--- src/rtl/button_debounce_repeat_pkg.sv ---
// Shared board constants, repeat FSM encoding and time-to-cycles helper
// for the push-button conditioning stage.
package button_debounce_repeat_pkg;

    localparam int unsigned BOARD_FREQ = 50_000_000;

    typedef enum logic [1:0] {
        IDLE   = 2'd0,
        DELAY  = 2'd1,
        REPEAT = 2'd2
    } state_t;

    function automatic int unsigned ms_to_cycles(input int unsigned freq_hz,
                                                 input int unsigned ms);
        return freq_hz / 1000 * ms;
    endfunction

endpackage

--- src/rtl/button_debounce_repeat_sync_debounce.sv ---
// Two-flop synchroniser, polarity normalisation and debounce filter.
// btn_level changes after DB_CYCLES consecutive samples that differ from it.
module button_debounce_repeat_sync_debounce #(
    parameter int unsigned DB_CYCLES  = 1,
    parameter bit          ACTIVE_LOW = 1'b1
) (
    input  logic clk,
    input  logic rst_n,
    input  logic btn_raw,
    output logic btn_level,
    output logic rise,
    output logic fall
);

    localparam logic        IDLE_PIN = ACTIVE_LOW ? 1'b1 : 1'b0;
    localparam logic [31:0] DB_LAST  = DB_CYCLES - 1;

    logic        sync_p0;
    logic        sync_p1;
    logic        s;
    logic [31:0] db_cnt;

    // stage p0/p1: metastability guard, reset to the unpressed pin level
    always_ff @(posedge clk or negedge rst_n) begin
        if (!rst_n) begin
            sync_p0 <= IDLE_PIN;
            sync_p1 <= IDLE_PIN;
        end else begin
            sync_p0 <= btn_raw;
            sync_p1 <= sync_p0;
        end
    end

    assign s = ACTIVE_LOW ? ~sync_p1 : sync_p1;

    // debounce stage: any agreeing sample restarts the qualification count
    always_ff @(posedge clk or negedge rst_n) begin
        if (!rst_n) begin
            btn_level <= 1'b0;
            db_cnt    <= '0;
            rise      <= 1'b0;
            fall      <= 1'b0;
        end else begin
            rise <= 1'b0;
            fall <= 1'b0;
            if (s == btn_level) begin
                db_cnt <= '0;
            end else if (db_cnt >= DB_LAST) begin
                btn_level <= s;
                db_cnt    <= '0;
                rise      <= s;
                fall      <= ~s;
            end else begin
                db_cnt <= db_cnt + 32'd1;
            end
        end
    end

endmodule

--- src/rtl/button_debounce_repeat.sv ---
// Debounced push-button with press/release strobes and an auto-repeating
// step strobe used as the display counter's increment enable.
module button_debounce_repeat
    import button_debounce_repeat_pkg::*;
#(
    parameter int unsigned FREQ            = BOARD_FREQ,
    parameter int unsigned DEBOUNCE_MS     = 20,
    parameter int unsigned REPEAT_DELAY_MS = 500,
    parameter int unsigned REPEAT_RATE_HZ  = 10,
    parameter bit          REPEAT_EN       = 1'b1,
    parameter bit          ACTIVE_LOW      = 1'b1
) (
    input  logic clk,
    input  logic rst_n,
    input  logic btn_raw,
    output logic btn_level,
    output logic press_pulse,
    output logic release_pulse,
    output logic step_pulse,
    output logic holding
);

    localparam int unsigned DB_CYCLES  = ms_to_cycles(FREQ, DEBOUNCE_MS);
    localparam int unsigned DLY_CYCLES = ms_to_cycles(FREQ, REPEAT_DELAY_MS);
    localparam int unsigned RPT_CYCLES = FREQ / REPEAT_RATE_HZ;
    localparam logic [31:0] DLY_LAST   = DLY_CYCLES - 1;
    localparam logic [31:0] RPT_LAST   = RPT_CYCLES - 1;

    logic        rise;
    logic        fall;
    state_t      state;
    state_t      state_nxt;
    logic [31:0] timer;
    logic [31:0] timer_nxt;
    logic        step_nxt;

    button_debounce_repeat_sync_debounce #(
        .DB_CYCLES  (DB_CYCLES),
        .ACTIVE_LOW (ACTIVE_LOW)
    ) u_sync_debounce (
        .clk       (clk),
        .rst_n     (rst_n),
        .btn_raw   (btn_raw),
        .btn_level (btn_level),
        .rise      (rise),
        .fall      (fall)
    );

    // A release always wins, so a timer expiry in the same cycle emits nothing.
    always_comb begin
        state_nxt = state;
        timer_nxt = timer;
        step_nxt  = 1'b0;
        if (fall) begin
            state_nxt = IDLE;
            timer_nxt = '0;
        end else begin
            case (state)
                IDLE: begin
                    if (rise) begin
                        step_nxt  = 1'b1;
                        timer_nxt = '0;
                        state_nxt = DELAY;
                    end
                end
                DELAY: begin
                    if (timer == DLY_LAST) begin
                        if (REPEAT_EN) begin
                            step_nxt  = 1'b1;
                            timer_nxt = '0;
                            state_nxt = REPEAT;
                        end
                    end else begin
                        timer_nxt = timer + 32'd1;
                    end
                end
                REPEAT: begin
                    if (timer == RPT_LAST) begin
                        step_nxt  = 1'b1;
                        timer_nxt = '0;
                    end else begin
                        timer_nxt = timer + 32'd1;
                    end
                end
                default: begin
                    state_nxt = IDLE;
                    timer_nxt = '0;
                end
            endcase
        end
    end

    // output stage: every strobe is a flop, so none can exceed one cycle
    always_ff @(posedge clk or negedge rst_n) begin
        if (!rst_n) begin
            state         <= IDLE;
            timer         <= '0;
            step_pulse    <= 1'b0;
            press_pulse   <= 1'b0;
            release_pulse <= 1'b0;
            holding       <= 1'b0;
        end else begin
            state         <= state_nxt;
            timer         <= timer_nxt;
            step_pulse    <= step_nxt;
            press_pulse   <= rise;
            release_pulse <= fall;
            holding       <= (state_nxt == REPEAT);
        end
    end

endmodule

--- config.mk ---
export PLATFORM = sky130hd
export DESIGN_NAME = button_debounce_repeat
export DESIGN_NICKNAME = d
export VERILOG_FILES = /design/src/rtl/button_debounce_repeat_pkg.sv /design/src/rtl/button_debounce_repeat_sync_debounce.sv /design/src/rtl/button_debounce_repeat.sv
export SDC_FILE = /design/constraint.sdc
export NUM_CORES = 1
export LEC_CHECK = 0
export ABC_AREA = 1
export BUFFER_PORTS_ARGS = -buffer_cell sky130_fd_sc_hd__buf_2
export CAP_MARGIN = 10
export CELL_PAD_IN_SITES_DETAIL_PLACEMENT = 1
export CELL_PAD_IN_SITES_GLOBAL_PLACEMENT = 1
export CORE_ASPECT_RATIO = 1.2
export CORE_MARGIN = 2
export CORE_UTILIZATION = 42
export CTS_CLUSTER_DIAMETER = 80
export DETAILED_ROUTE_END_ITERATION = 10
export PLACE_DENSITY = 0.78
export SLEW_MARGIN = 10
export SYNTH_ARGS = -nofsm -noshare
export SYNTH_HDL_FRONTEND = slang
export SYNTH_SLANG_ARGS = --single-unit
--- constraint.sdc ---
create_clock -name clk -period 2.95 [get_ports clk]
set_input_delay 0.1475 -clock clk [delete_from_list [all_inputs] [get_ports clk]]
set_output_delay 0.1475 -clock clk [all_outputs]
set_load 0.005 [all_outputs]
## Yosys cells after proc, flatten, opt, wreduce, memory -nomap -nowiden

Index checks and enable logic that the tools add are counted.

| operators by class | value |
|---|---|
| add/subtract/negate cells | 2 |
| order comparisons | 1 |
| equal/unequal tests | 7 |
| multiplexer cells | 20 |
| bitwise logic cells | 2 |
| reduce and logical (&&, ||, !) cells | 2 |

Operator list:

| cell | count |
|---|---|
| $mux 32 | 6 |
| $pmux 32 s3 | 1 |
| $add 32x1->32 const B | 2 |
| $eq 32x23->1 const B | 1 |
| $eq 32x25->1 const B | 1 |
| $ge 32x20->1 const B | 1 |
| $mux 1 | 8 |
| $mux 2 | 3 |
| $pmux 2 s3 | 1 |
| $eq 2x2->1 const B | 2 |
| $ne 3x1->1 const B | 1 |
| $pmux 1 s3 | 1 |
| $eq 2x1->1 const B | 1 |
| $logic_not 2->1 | 1 |
| $not 1->1 | 2 |
| $reduce_and 2->1 | 1 |
| $eq 1x1->1 | 1 |

| storage, ports and cells | value |
|---|---|
| register bits after elaboration | 75 |
| output and inout port bits | 5 |

## Longest topological paths before layout

| depth | value |
|---|---|
| depth after elaboration | 5 |
| gate-level depth with buffers | 12 |
| depth with buffers taken out | 11 |

## Cells and area by module

From an unflattened synthesis, not the netlist that was laid out.

| second synthesis, totals | value |
|---|---|
| cell total of the unflattened synthesis | 652 |
| area, all modules | 4,829.6 um^2 |

Modules (own cells, without submodules):

| module | instances | cells an instance | area an instance (um^2) |
|---|---|---|---|
| button_debounce_repeat | 1 | 467 | 2,950.3 |
| button_debounce_repeat_sync_debounce | 1 | 185 | 1,879.3 |

## Worst setup path after synthesis

OpenSTA, ideal clock, no wires.

| path | value |
|---|---|
| kind | register -> register |
| from | reg state[0] |
| to | reg timer[9] |
| library setup time | 0.076 ns |
| arrival time | 1.489 ns |
| setup slack | 1.385 ns |
| cell stages (with the launch flop) | 11 |
| buffers on the path | 1 |
| clock period less this slack | 1.565 ns |
| cells stage by stage | dfrtp_1 -> inv_1 -> ha_1 -> nand2_1 -> nand3_1 -> inv_1 -> clkbuf_1 -> o21ai_0 -> a21oi_1 -> nand2_1 -> o21ai_1 |

| on the way | value |
|---|---|
| longest elaborated chain between the ends | 3 |
| elaborated cells between the ends (all ways) | 6 |
| classes of those cells | 3 x eq/ne; 2 x mux; 1 x reduce/logical |

RTL lines:

| item | line | source |
|---|---|---|
| start, declared | button_debounce_repeat.sv:31 | `state_t state;` |
| start signal, assigned | button_debounce_repeat.sv:103 | `state <= state_nxt;` |
| $eq 2x2->1, or another cell as far along | button_debounce_repeat.sv:58 | `case (state)` |
| $pmux 32 s3 | button_debounce_repeat.sv:58 |  |
| $mux 32 | button_debounce_repeat.sv:54 | `if (fall) begin` |
| end signal, assigned | button_debounce_repeat.sv:104 | `timer <= timer_nxt;` |
| end, declared | button_debounce_repeat.sv:33 | `logic [31:0] timer;` |

Parallel ways exist; a longest one is shown, timed or not.
A chain may end at the register's enable or synchronous reset.

## Worst setup path after layout

| path | value |
|---|---|
| from | reg u_sync_debounce.db_cnt[0] |
| to | reg u_sync_debounce.db_cnt[1] |

| on the way | value |
|---|---|
| longest elaborated chain between the ends | 3 |
| elaborated cells between the ends (all ways) | 4 |
| classes of those cells | 1 x add/sub; 1 x order compare; 2 x mux |

RTL lines:

| item | line | source |
|---|---|---|
| start, declared | button_debounce_repeat_sync_debounce.sv:21 | `logic [31:0] db_cnt;` |
| start signal, assigned | button_debounce_repeat_sync_debounce.sv:54 | `db_cnt <= db_cnt + 32'd1;` |
| $add 32x1->32 / $ge 32x20->1 (equally long branches) | button_debounce_repeat_sync_debounce.sv:54, button_debounce_repeat_sync_debounce.sv:48 |  |
| $mux 32 * | button_debounce_repeat_sync_debounce.sv:48 | `end else if (db_cnt >= DB_LAST) begin` |
| $mux 32 * | button_debounce_repeat_sync_debounce.sv:46 | `if (s == btn_level) begin` |

Every way passes the cells marked *; elsewhere a longest branch is shown, timed or not.

==> impl_metrics.json <==
{
  "worstSetupStartpoint": "u_sync_debounce.db_cnt[0]",
  "ff2ff_path_depth": 10,
  "core_area_um2": 10010,
  "tightest_slew_ns": 0.9729,
  "p_int_w": 0.001783,
  "start_kind": "flip-flop",
  "reg2reg_from": "u_sync_debounce.db_cnt[0]",
  "timing.setup.tns_ns": 0,
  "portBuffers": 7,
  "p_sw_w": 0.0006481,
  "seqPwrFrac_pct": 43.7,
  "antennaDiodeCount": 0,
  "fp-row-count": 40,
  "cts_htree_levels": 3,
  "crit_path_end": "u_sync_debounce.db_cnt[1]",
  "die_w_um": 96.56,
  "dpl.cell_count": 721,
  "wl_um": 10660,
  "root_buffer": "clkbuf_16",
  "wire_per_inst_um": 14.44,
  "fin_nets": 616,
  "synth_seq_cells": 75,
  "clock.fmax_mhz": 471.8,
  "grt_first_pass_wirelength_um": 18460,
  "ant_nets": 0,
  "vias_per_cell": 5.012,
  "drt_iter0_drc": 101,
  "cp-end-kind": "flip-flop",
  "area_delta_synth_final_pct": 11.42,
  "finalCritPeriodShare_pct": 71.85,
  "synth_top_area_share_pct": 42.31,
  "timing.final.ws_setup_ns": 0.8304,
  "rsz0062_at_grt": "no",
  "drv_cap": 0,
  "worst_clock_skew_ns": 0.009451,
  "p_per_area_nw_per_um2": 505.3,
  "violations": "hold timing",
  "synth_top_flop_cell": "dfrtp_1",
  "setup_viol": 0,
  "numCtsBuffers": 9,
  "grt_max_degree": 76,
  "seq_area_frac_synth_pct": 43.52,
  "status": "finished, violations left",
  "peakVddDrop_v": 0.0002597,
  "clk_pin_slew_ns": 0.06,
  "drc": 0,
  "synth-edff-count": 0,
  "comb_power_share_pct": 9.4,
  "place_ws_ns": 0.8075,
  "synthesis.area_um2": 4318,
  "cts_resized": 0,
  "die_y_um": 115.1,
  "fin_hold_ws_ns": -0.08305,
  "drive_gt1_share_pct": 9.314,
  "start_util_pct": 43.14,
  "grt_use_total_pct": 21.59,
  "switching_share_pct": 26.66,
  "synthTopCellsByArea": "dfrtp_1 42%, nand2_1 16%, nor2_1 8.8%",
  "syn_inst": 588,
  "clock_sinks": 75,
  "final_hold_viol_count": 47,
  "worst-setup-path-type": "reg -> reg",
  "power_frac_clock_pct": 46.9,
  "grt_pass1_vias": 3925,
  "reg.largest.list": "timer (32), u_sync_debounce.db_cnt (32), state (2)",
  "max_slew_margin_pct": 35.14,
  "vias": 3699,
  "path_max_fanout": 20,
  "holdCritPathClass": "in -> async",
  "synth_most_common_cell": "nand2_1",
  "die-area_um2": 11110,
  "ys_types": 32,
  "globalplace.congestion": 0.8400,
  "arrival_ns": 2.37,
  "hpwlAfterDp_um": 7658,
  "p_leak_nw": 2.241,
  "period_minus_slack_ns": 2.120,
  "synth_area_per_cell_um2": 7.343,
  "cts_setup_buffers": 0,
  "drv_slew": 0,
  "ios": 8,
  "cts_tree": "yes",
  "nFillCells": 1285,
  "r2r-end": "u_sync_debounce.db_cnt[1]",
  "antenna_found_initial": 0,
  "synth_commonest_cells": "189 x nand2_1, 101 x nor2_1, 73 x dfrtp_1",
  "fin_cells": 738,
  "synthArstFlopShare_pct": 100.0,
  "synth_top_cell_by_area": "dfrtp_1",
  "grt.overflow.total": 0,
  "clk_latency_ns": 0.34,
  "ys_warn_count": 0,
  "dr.pass1.iters": 4,
  "total_power_w": 0.002431,
  "worstPathRequired_ns": 3.20,
  "cts_buffer_depth": 2,
  "r2r_setup_slack_ns": 0.83
}
stage by stage:
stage / hold slack, ns / utilization [%] / area [um2]
floorplan: -0.1481 / - / 4359
global placement: 0.2548 / 44.86 / 4491
detailed placement: 0.2538 / 44.86 / 4491
CTS: 0.0003155 / 48.06 / 4811
global route: 0.05286 / 48.06 / 4811
finish: -0.08305 / 48.06 / 4811
metal layers:
| metal | vias up | wire, um | track usage [%] |
|---|---|---|---|
| met4 | 0 | 191 | 6.948 |
| met5 | - | 0 | 0 |
| met3 | 13 | 171 | 4.063 |
| met1 | 1820 | 4448 | 24.64 |
| li1 | 1844 | - | - |
| met2 | 22 | 5848 | 40.00 |
worst min path at each step:
stage	from	end	slack, ns	cells after the start
2_1_floorplan	rst_n	holding	-0.15	0
3_3_place_gp	btn_raw	u_sync_debounce.sync_p0	0.25	1
3_5_place_dp	btn_raw	u_sync_debounce.sync_p0	0.25	1
4_1_cts	rst_n	timer[20]	0.0003	1
5_1_grt	rst_n	timer[20]	0.05	1
6_report	rst_n	timer[20]	-0.08	1
area by class of cell:
| class | count | area (um2) | area share (%) |
|---|---|---|---|
| well taps | 126 | 157.7 | 3.277 |
| flip-flops and latches | 75 | 1879 | 39.06 |
| clock inverters | 6 | 71.32 | 1.482 |
| multi-input cells | 450 | 2172 | 45.15 |
| repair buffers | 10 | 62.56 | 1.300 |
| clock buffers | 10 | 239.0 | 4.967 |
| inverters | 61 | 229.0 | 4.759 |
cells in the final DEF, fill, tap and decap left out, types with 2 or more instances in the layout:
master	instances
nor4_1	2
nand4_1	5
ha_1	6
dfstp_2	2
a21oi_1	16
clkinvlp_4	2
inv_1	61
xor2_1	23
nand3_1	46
nand3_2	7
buf_2	6
nor2_2	8
dfrtp_1	73
o21ai_0	4
clkbuf_16	9
conb_1	12
buf_4	3
nand2_2	4
xnor2_1	5
inv_6	2
o21ai_1	3
nor2_4	7
nand3_4	2
nand2_1	189
nor2_1	100
nor3_1	4
worst max-delay path, cell delays in order, from the launching register on:
cell and delay [ns]:
dfrtp_1 0.40, ha_1 0.23, nand3_1 0.11, nor2_1 0.07
nor2_1 0.13, nand2_1 0.07, nand2_1 0.05, nand2_1 0.05
nand2_1 0.10, nand3_1 0.53, nor2_1 0.28
power groups by stage:
stage / Sequential, W / Combinational [W] / Clock, W
floorplan: 0.00108 / 0.000172 / 0
global placement: 0.00108 / 0.000222 / 0
detailed placement: 0.00108 / 0.000230 / 0
CTS: 0.00106 / 0.000233 / 0.00117
global route: 0.00106 / 0.000257 / 0.00121
finish: 0.00106 / 0.000229 / 0.00114
repair_timing:
item / in CTS / in global routing
setup endpoints to repair: 0 / 0
hold buffers: 1 / 0
hold endpoints to repair: 1 / 0
cell families after synthesis:
| logic type | Yosys count | synth area share, % |
|---|---|---|
| compound gates | 26 | 3.188 |
| xor+xnor | 28 | 5.679 |
| fa+ha+maj | 6 | 1.739 |
| buf+inv | 74 | 7.186 |
| flops | 75 | 43.52 |
| other cells | 1 | 0.08685 |
| simple gates | 378 | 38.60 |
Power figures use the tool's default switching activity.
